`src/rtl/fetch_stage.sv`:
```
// Instruction-fetch stage: owns the PC, keeps one request outstanding to imem, and feeds IF/ID.
// Define FETCH_PERF_CNT_EN to add the saturating bubble_cnt_o counter.
module fetch_stage #(
   parameter logic [31:0] RESET_PC = 32'h0000_0000
) (
   input  logic        clk_i,
   input  logic        rst_ni,
   input  logic        stall_i,
   input  logic        redirect_valid_i,
   input  logic [31:0] redirect_pc_i,
   output logic        imem_req_valid_o,
   input  logic        imem_req_ready_i,
   output logic [31:0] imem_addr_o,
   input  logic        imem_rsp_valid_i,
   input  logic [31:0] imem_rsp_data_i,
   output logic [31:0] instd_o,
   output logic [31:0] pcd_o,
   output logic        flush_o
`ifdef FETCH_PERF_CNT_EN
   ,
   output logic [31:0] bubble_cnt_o
`endif
);

   typedef enum logic [1:0] {ST_REQ, ST_WAIT, ST_DROP} state_e;

   state_e      state_q, state_d;
   logic [31:0] pc_q, pc_d;
   logic [31:0] req_pc_q, req_pc_d;
   logic        slot_v_q, slot_v_d;
   logic [31:0] slot_inst_q, slot_inst_d;
   logic [31:0] slot_pc_q, slot_pc_d;
   logic        skid_v_q, skid_v_d;
   logic [31:0] skid_inst_q, skid_inst_d;
   logic [31:0] skid_pc_q, skid_pc_d;

   logic can_issue;
   logic rsp_in;
   logic handshake;

   // A new request is allowed in REQ, or in WAIT only alongside the returning response.
   assign can_issue = rst_ni && !stall_i && !redirect_valid_i && !skid_v_q;
   assign imem_req_valid_o = can_issue &&
                             ((state_q == ST_REQ) || ((state_q == ST_WAIT) && imem_rsp_valid_i));
   assign imem_addr_o = pc_q;
   assign handshake   = imem_req_valid_o && imem_req_ready_i;
   assign rsp_in      = (state_q == ST_WAIT) && imem_rsp_valid_i;

   assign instd_o = slot_inst_q;
   assign pcd_o   = slot_pc_q;
   assign flush_o = !slot_v_q || redirect_valid_i;

   always_comb begin
      state_d     = state_q;
      pc_d        = pc_q;
      req_pc_d    = req_pc_q;
      slot_v_d    = slot_v_q;
      slot_inst_d = slot_inst_q;
      slot_pc_d   = slot_pc_q;
      skid_v_d    = skid_v_q;
      skid_inst_d = skid_inst_q;
      skid_pc_d   = skid_pc_q;

      if (redirect_valid_i) begin
         pc_d     = redirect_pc_i;
         slot_v_d = 1'b0;
         skid_v_d = 1'b0;
         // A response still in flight must be swallowed before fetching the new target.
         if ((state_q == ST_WAIT || state_q == ST_DROP) && !imem_rsp_valid_i) begin
            state_d = ST_DROP;
         end else begin
            state_d = ST_REQ;
         end
      end else begin
         if (handshake) begin
            req_pc_d = pc_q;
            pc_d     = pc_q + 32'd4;
         end

         if (!stall_i) begin
            if (skid_v_q) begin
               slot_v_d    = 1'b1;
               slot_inst_d = skid_inst_q;
               slot_pc_d   = skid_pc_q;
               skid_v_d    = 1'b0;
            end else if (rsp_in) begin
               slot_v_d    = 1'b1;
               slot_inst_d = imem_rsp_data_i;
               slot_pc_d   = req_pc_q;
            end else begin
               slot_v_d = 1'b0;
            end
         end else if (rsp_in) begin
            if (!slot_v_q) begin
               slot_v_d    = 1'b1;
               slot_inst_d = imem_rsp_data_i;
               slot_pc_d   = req_pc_q;
            end else begin
               skid_v_d    = 1'b1;
               skid_inst_d = imem_rsp_data_i;
               skid_pc_d   = req_pc_q;
            end
         end

         case (state_q)
            ST_REQ:  if (handshake) state_d = ST_WAIT;
            ST_WAIT: if (imem_rsp_valid_i) state_d = handshake ? ST_WAIT : ST_REQ;
            ST_DROP: if (imem_rsp_valid_i) state_d = ST_REQ;
            default: state_d = ST_REQ;
         endcase
      end
   end

   always_ff @(posedge clk_i or negedge rst_ni) begin
      if (!rst_ni) begin
         state_q     <= ST_REQ;
         pc_q        <= RESET_PC;
         req_pc_q    <= 32'd0;
         slot_v_q    <= 1'b0;
         slot_inst_q <= 32'd0;
         slot_pc_q   <= 32'd0;
         skid_v_q    <= 1'b0;
         skid_inst_q <= 32'd0;
         skid_pc_q   <= 32'd0;
      end else begin
         state_q     <= state_d;
         pc_q        <= pc_d;
         req_pc_q    <= req_pc_d;
         slot_v_q    <= slot_v_d;
         slot_inst_q <= slot_inst_d;
         slot_pc_q   <= slot_pc_d;
         skid_v_q    <= skid_v_d;
         skid_inst_q <= skid_inst_d;
         skid_pc_q   <= skid_pc_d;
      end
   end

`ifdef FETCH_PERF_CNT_EN
   logic [31:0] bubble_cnt_q, bubble_cnt_d;

   // Saturates instead of wrapping so a long run never reads as few bubbles.
   always_comb begin
      bubble_cnt_d = bubble_cnt_q;
      if (flush_o && (bubble_cnt_q != 32'hFFFF_FFFF)) begin
         bubble_cnt_d = bubble_cnt_q + 32'd1;
      end
   end

   always_ff @(posedge clk_i or negedge rst_ni) begin
      if (!rst_ni) begin
         bubble_cnt_q <= 32'd0;
      end else begin
         bubble_cnt_q <= bubble_cnt_d;
      end
   end

   assign bubble_cnt_o = bubble_cnt_q;
`endif

endmodule
```
`config.mk`:
```
export PLATFORM = sky130hd
export DESIGN_NAME = fetch_stage
export DESIGN_NICKNAME = d
export VERILOG_FILES = /design/src/rtl/fetch_stage.sv
export SDC_FILE = /design/constraint.sdc
export NUM_CORES = 1
export LEC_CHECK = 0
export BUFFER_PORTS_ARGS = -buffer_cell sky130_fd_sc_hd__buf_2
export CAP_MARGIN = 15
export CELL_PAD_IN_SITES_DETAIL_PLACEMENT = 2
export CELL_PAD_IN_SITES_GLOBAL_PLACEMENT = 2
export CORE_MARGIN = 8
export CORE_UTILIZATION = 34
export CTS_BUF_LIST = sky130_fd_sc_hd__clkbuf_8
export CTS_CLUSTER_SIZE = 8
export DETAILED_ROUTE_END_ITERATION = 16
export GPL_TIMING_DRIVEN = 0
export HOLD_SLACK_MARGIN = 0.15
export MAX_ROUTING_LAYER = met4
export PLACE_DENSITY_LB_ADDON = 0.08
export SLEW_MARGIN = 5
export SYNTH_ARGS = -nofsm -noshare
export SYNTH_HDL_FRONTEND = slang
export SYNTH_SLANG_ARGS = --single-unit
```
`constraint.sdc`:
```
create_clock -name clk_i -period 2.1 [get_ports clk_i]
set_input_delay 0.315 -clock clk_i [delete_from_list [all_inputs] [get_ports clk_i]]
set_output_delay 0.315 -clock clk_i [all_outputs]
set_load 0.02 [all_outputs]
```
Word-level counts from Yosys, hierarchy flattened
Cells that the tools add are included.

Memory bits (read-only): 0. Logic and storage cells: 71. Output and inout port bits: 98. Memories: 0. Latch bits: 0. Register bits after elaboration: 196. Input port bits: 70. RAM bits: 0.

Multiplexer cells: 28. Order comparisons: 0. $add $sub $neg: 1. Reduce and logical (&&, ||, !) cells: 23. Shift operators: 0. Div/mod/pow operators: 0. Bitwise operators: 1. Equality and inequality tests: 9. Multipliers: 0.

Operator list (count): two-way mux 32 bit (12); adder 32 x 3 -> 32 bit (second input constant) (1); two-way mux 1 bit (10); two-way mux 2 bit (5); != test 3 bit (second input constant) (3); AND reduction 4 bit (2); logical AND 1 bit (7); != test 3 x 1 -> 1 bit (second input constant) (2); one-hot mux 2 bit (3 select lines) (1); zero test 1 bit (5); AND reduction 2 bit (2); nonzero test 2 bit (2); logical OR 1 bit (3); AND reduction 3 bit (1); equality test 2 x 1 -> 1 bit (second input constant) (1); equality test 2 bit (second input constant) (1); zero test 2 bit (1); != test 2 x 1 -> 1 bit (second input constant) (1); != test 2 bit (second input constant) (1); NOT 1 bit (1).

Longest topological paths before layout
Word-level depth: 10. Mapped depth: 8. Depth with buffers taken out: 6.

Worst setup path before layout
Ideal clock, no wire load.

Path type: register to register. Start: reg pc_q[2], in the netlist imem_addr_o[2]. End: reg pc_q[22], in the netlist imem_addr_o[22]. Period minus slack after synthesis: 2.184 ns. Buffers on the path: 1. Cell stages (with the launch flop): 7. Data arrival time: 2.103 ns. Data required time: 2.018 ns. Slack: -0.084 ns. Cell sequence: dfrtp_1 -> ha_1 -> nand4_1 -> or4_4 -> buf_6 -> or4_1 -> a31oi_1.

Cells in the longest elaborated chain, start to end: 3.

RTL lines: start: declaration (line 28) `logic [31:0] pc_q, pc_d;`; start signal: assignment (line 127) `pc_q <= pc_d;`; adder 32 x 3 -> 32 bit (line 77) `pc_d = pc_q + 32'd4;`; two-way mux 32 bit (line 75) `if (handshake) begin`; two-way mux 32 bit (line 64) `if (redirect_valid_i) begin`.

No other way between the ends. The select of a mux whose other input is x is not followed. A chain may end at the register's enable or synchronous reset.

Worst setup path after layout
Same ends and word-level chain as after synthesis.

==> impl_results.md <==
* Worst Path Max Fanout at 9
* Top_reg_cell synth: dfrtp_1
* Slew headroom at 0.456
* Crit path cell chain: ha_4 -> nand4_1 -> or4_4 -> buf_6 -> or4_1 -> a31oi_1
* # nets final at 1125
* Setup Skew at 19.7 ps
* Reg clk slew, reported paths at 120 ps
* CTS Buf Count at 17
* Routability cong. at 0.807
* Clock sinks at 196
* Synth area leaders: dfrtp_1 (55%), mux2_2 (12%), mux2i_1 (7.3%)
* Kind of critical path: reg2reg
* Leakage at 5.21 nW
* Synthesized flop and latch total at 196
* DR WL/cell at 22.0 um
* Tightest Pin Transition at 817 ps
* Die Ht at 178 um
* Antenna Violating Nets Remaining at 0
* Post-synth EDFFs at 0
* Placed Area at 10300 um2
* Dpl cells at 1272
* Post-Syn Area at 8970 um2
* Initial Util at 0.345
* Layout Cells excl Fill at 1399
* Core area at 26000 um2
* Crit. End Element: register
* Post-synth ARST share at 1.00
* Failing checks: hold timing, setup timing
* Max Freq at 0.449 GHz
* Finished Cell Area at 11800 um2
* Metal-1 WL at 14200 um
* Post-synth top area share at 0.547
* Met3 WL at 1020 um
* Ratio of cells with drive above 1 in the final layout at 0.376
* Die area at 31800 um2
* Synth Net Count at 844
* Required @ worst endpoint at 2490 ps
* Clock Path Buffers at 2
* Overflow after GRT at 0
* Syn. warnings at 0
* Final Hold Violating Endpoints at 103
* Worst reg2reg setup slack at -130 ps
* Slowest cell on crit path: or4_4
* Final setup vio count at 11
* Synth top cells by count: dfrtp_1 (196), mux2_2 (97), a21oi_1 (77), a31oi_1 (73), mux2i_1 (65)
* Max-Cap Viols at 0
* Worst setup SP type: register
* Final min period at 2230 ps
* Vias in the first global route at 8233
* Initial antenna violation count at 0
* Worst skew pair latency at 480 ps
* DP HPWL at 21600 um
* RR Endpoint: imem_addr_o[22]
* Root Buffer: clkbuf_8
* GRT Resource Usage Total at 0.200
* N_diodes at 0
* Final setup margin at -126 ps
* Routed via count at 7440
* RSZ-0062 raised after global routing: yes
* H-tree levels at 4
* CTS tree: built
* Power, Total at 0.0113 W
* DR WL met2 at 15200 um
* R2R depth at 6
* Power Dens Cells at 955 nW/um2
* Drt drc at 0
* Area grow syn2layout at 32.0%
* Worst vdd ir at 462 uV
* Quantity of I/O buffers inserted on ports at 166
* Worst EP arrival at 2610 ps
* Leading area contributor after synthesis: dfrtp_1
* Cell with the most instances after synthesis: dfrtp_1
* Die W at 178 um
* Cts-stage hold buffer count at 63
* Ports at 168
* Largest net degree at the start of global routing at 108
* Hold Crit Class: in2async
* Max Used Layer: met4
* Status: finished with violations
* Pre-antenna DRT Iters at 4
* Register area share after synthesis at 0.547
* CP max stage delay at 630 ps
* Avg Cell Area, Syn at 11.7 um2
* Routed wire length at 30800 um
* First-pass GRT wire length at 48000 um
* Crit share post-route at 1.06
* Number of cell rows at 59
* Synth Instances at 770
* Worst r2r src: imem_addr_o[2]
* Drt initial violations at 330
* Avg Vias per Cell at 5.32
* Final slew viol count at 0
* Yosys cell types at 53
* Final Hold Slack at -238 ps
-- per-stage QoR --
step                TNS [ps]  worst slack [ps]   util  hold slack [ps]
floorplan                  0              11.1      -             19.4
global placement     -860790             -4310  0.394              485
detailed placement    -94700             -1100  0.395              448
CTS                     -258             -61.8  0.447             -198
global route           -1790              -178  0.456             -199
finish                  -567              -126  0.456             -238
-- layer usage --
layer | GRT usage | up-vias
met1 | 0.263 | 3812
met5 | - | -
met3 | 0.0273 | 22
met2 | 0.323 | 158
met4 | 0.0437 | 0
li1 | - | 3448
-- cell usage in the layout, fill, tap and decap left out, types with 5 or more instances in the layout --
cell / netlist / layout
a21oi_1: 77 / 76
a31oi_1: 73 / 73
and3_1: 5 / 5
and4_1: 5 / 5
buf_2: 11 / 166
buf_4: 0 / 31
buf_6: 1 / 8
clkbuf_1: 43 / 18
clkbuf_2: 1 / 16
clkbuf_4: 0 / 12
clkbuf_8: 0 / 18
dfrtp_1: 196 / 189
dfrtp_2: 0 / 7
dlygate4sd3_1: 0 / 63
inv_6: 0 / 7
mux2_2: 97 / 97
mux2i_1: 65 / 65
nand2_1: 29 / 28
nand3_1: 22 / 20
nand4_1: 15 / 15
nor2_1: 16 / 14
nor2b_1: 7 / 6
nor3_1: 8 / 8
o21ai_0: 13 / 13
o31ai_1: 8 / 8
or4_1: 8 / 5
-- cells by family after synthesis --
logic type	Yosys count	share of synthesized area
DFF	196	0.547
AOI/OAI and AO/OA	193	0.128
muxes	163	0.195
and+or+nand+nor	139	0.0866
buffers and inverters	68	0.0310
xor gates and xnor gates	7	0.00683
adders and majority gates	4	0.00558
-- flip-flops by register name (all words and copies together), names as in the netlist --
name / flops
skid_pc_q: 32
pcd_o: 32
skid_inst_q: 32
skid_v_q: 1
instd_o: 32
imem_addr_o: 32
slot_v_q: 1
state_q: 2
req_pc_q: 32
-- worst max-delay path, delay by kind of cell, from the launching register on --
family / cells / cell delay, ps
adder cells (fa/ha/maj): 1 / 150
buffers and inverters: 1 / 160
AO/OA/AOI/OAI: 1 / 180
AND/OR/NAND/NOR: 3 / 1240
flip-flops: 1 / 410
-- where the power goes --
part           internal, W  switching (W)
registers          0.00467       0.000660
logic              0.00138        0.00218
clock network     0.000879        0.00154
total              0.00693        0.00438
-- timing repair --
| item | 4_1_cts | 5_1_grt |
|---|---|---|
| cloned | 1 | 1 |
| endpoints found under the setup margin | 168 | 111 |
| resized for setup | 64 | 42 |
| buffers inserted | 22 | 9 |
| hold endpoints to repair | 167 | 103 |
| pin swaps | 12 | 12 |
-- area by class of cell --
type	count	area (um2)
Fill cell	2687	14100
Buffer	61	373
Sequential cell	196	4910
Multi-Input combinational cell	506	3940
Clock inverter	15	140
Timing Repair Buffer	263	1800
Inverter	6	22.5
Tap cell	335	419
Clock buffer	17	234
-- worst max path at each step --
stage	start	end	cells after the start
after floorplan	state_q[1]	imem_addr_o[23]	7
after CTS	skid_v_q	imem_addr_o[22]	6
after global placement	rst_ni	req_pc_q[4]	6
final	imem_addr_o[2]	imem_addr_o[22]	6
after global routing	imem_addr_o[2]	imem_addr_o[22]	6
after detailed placement	rst_ni	req_pc_q[6]	6
No activity file was read; power rests on OpenSTA's default activity.
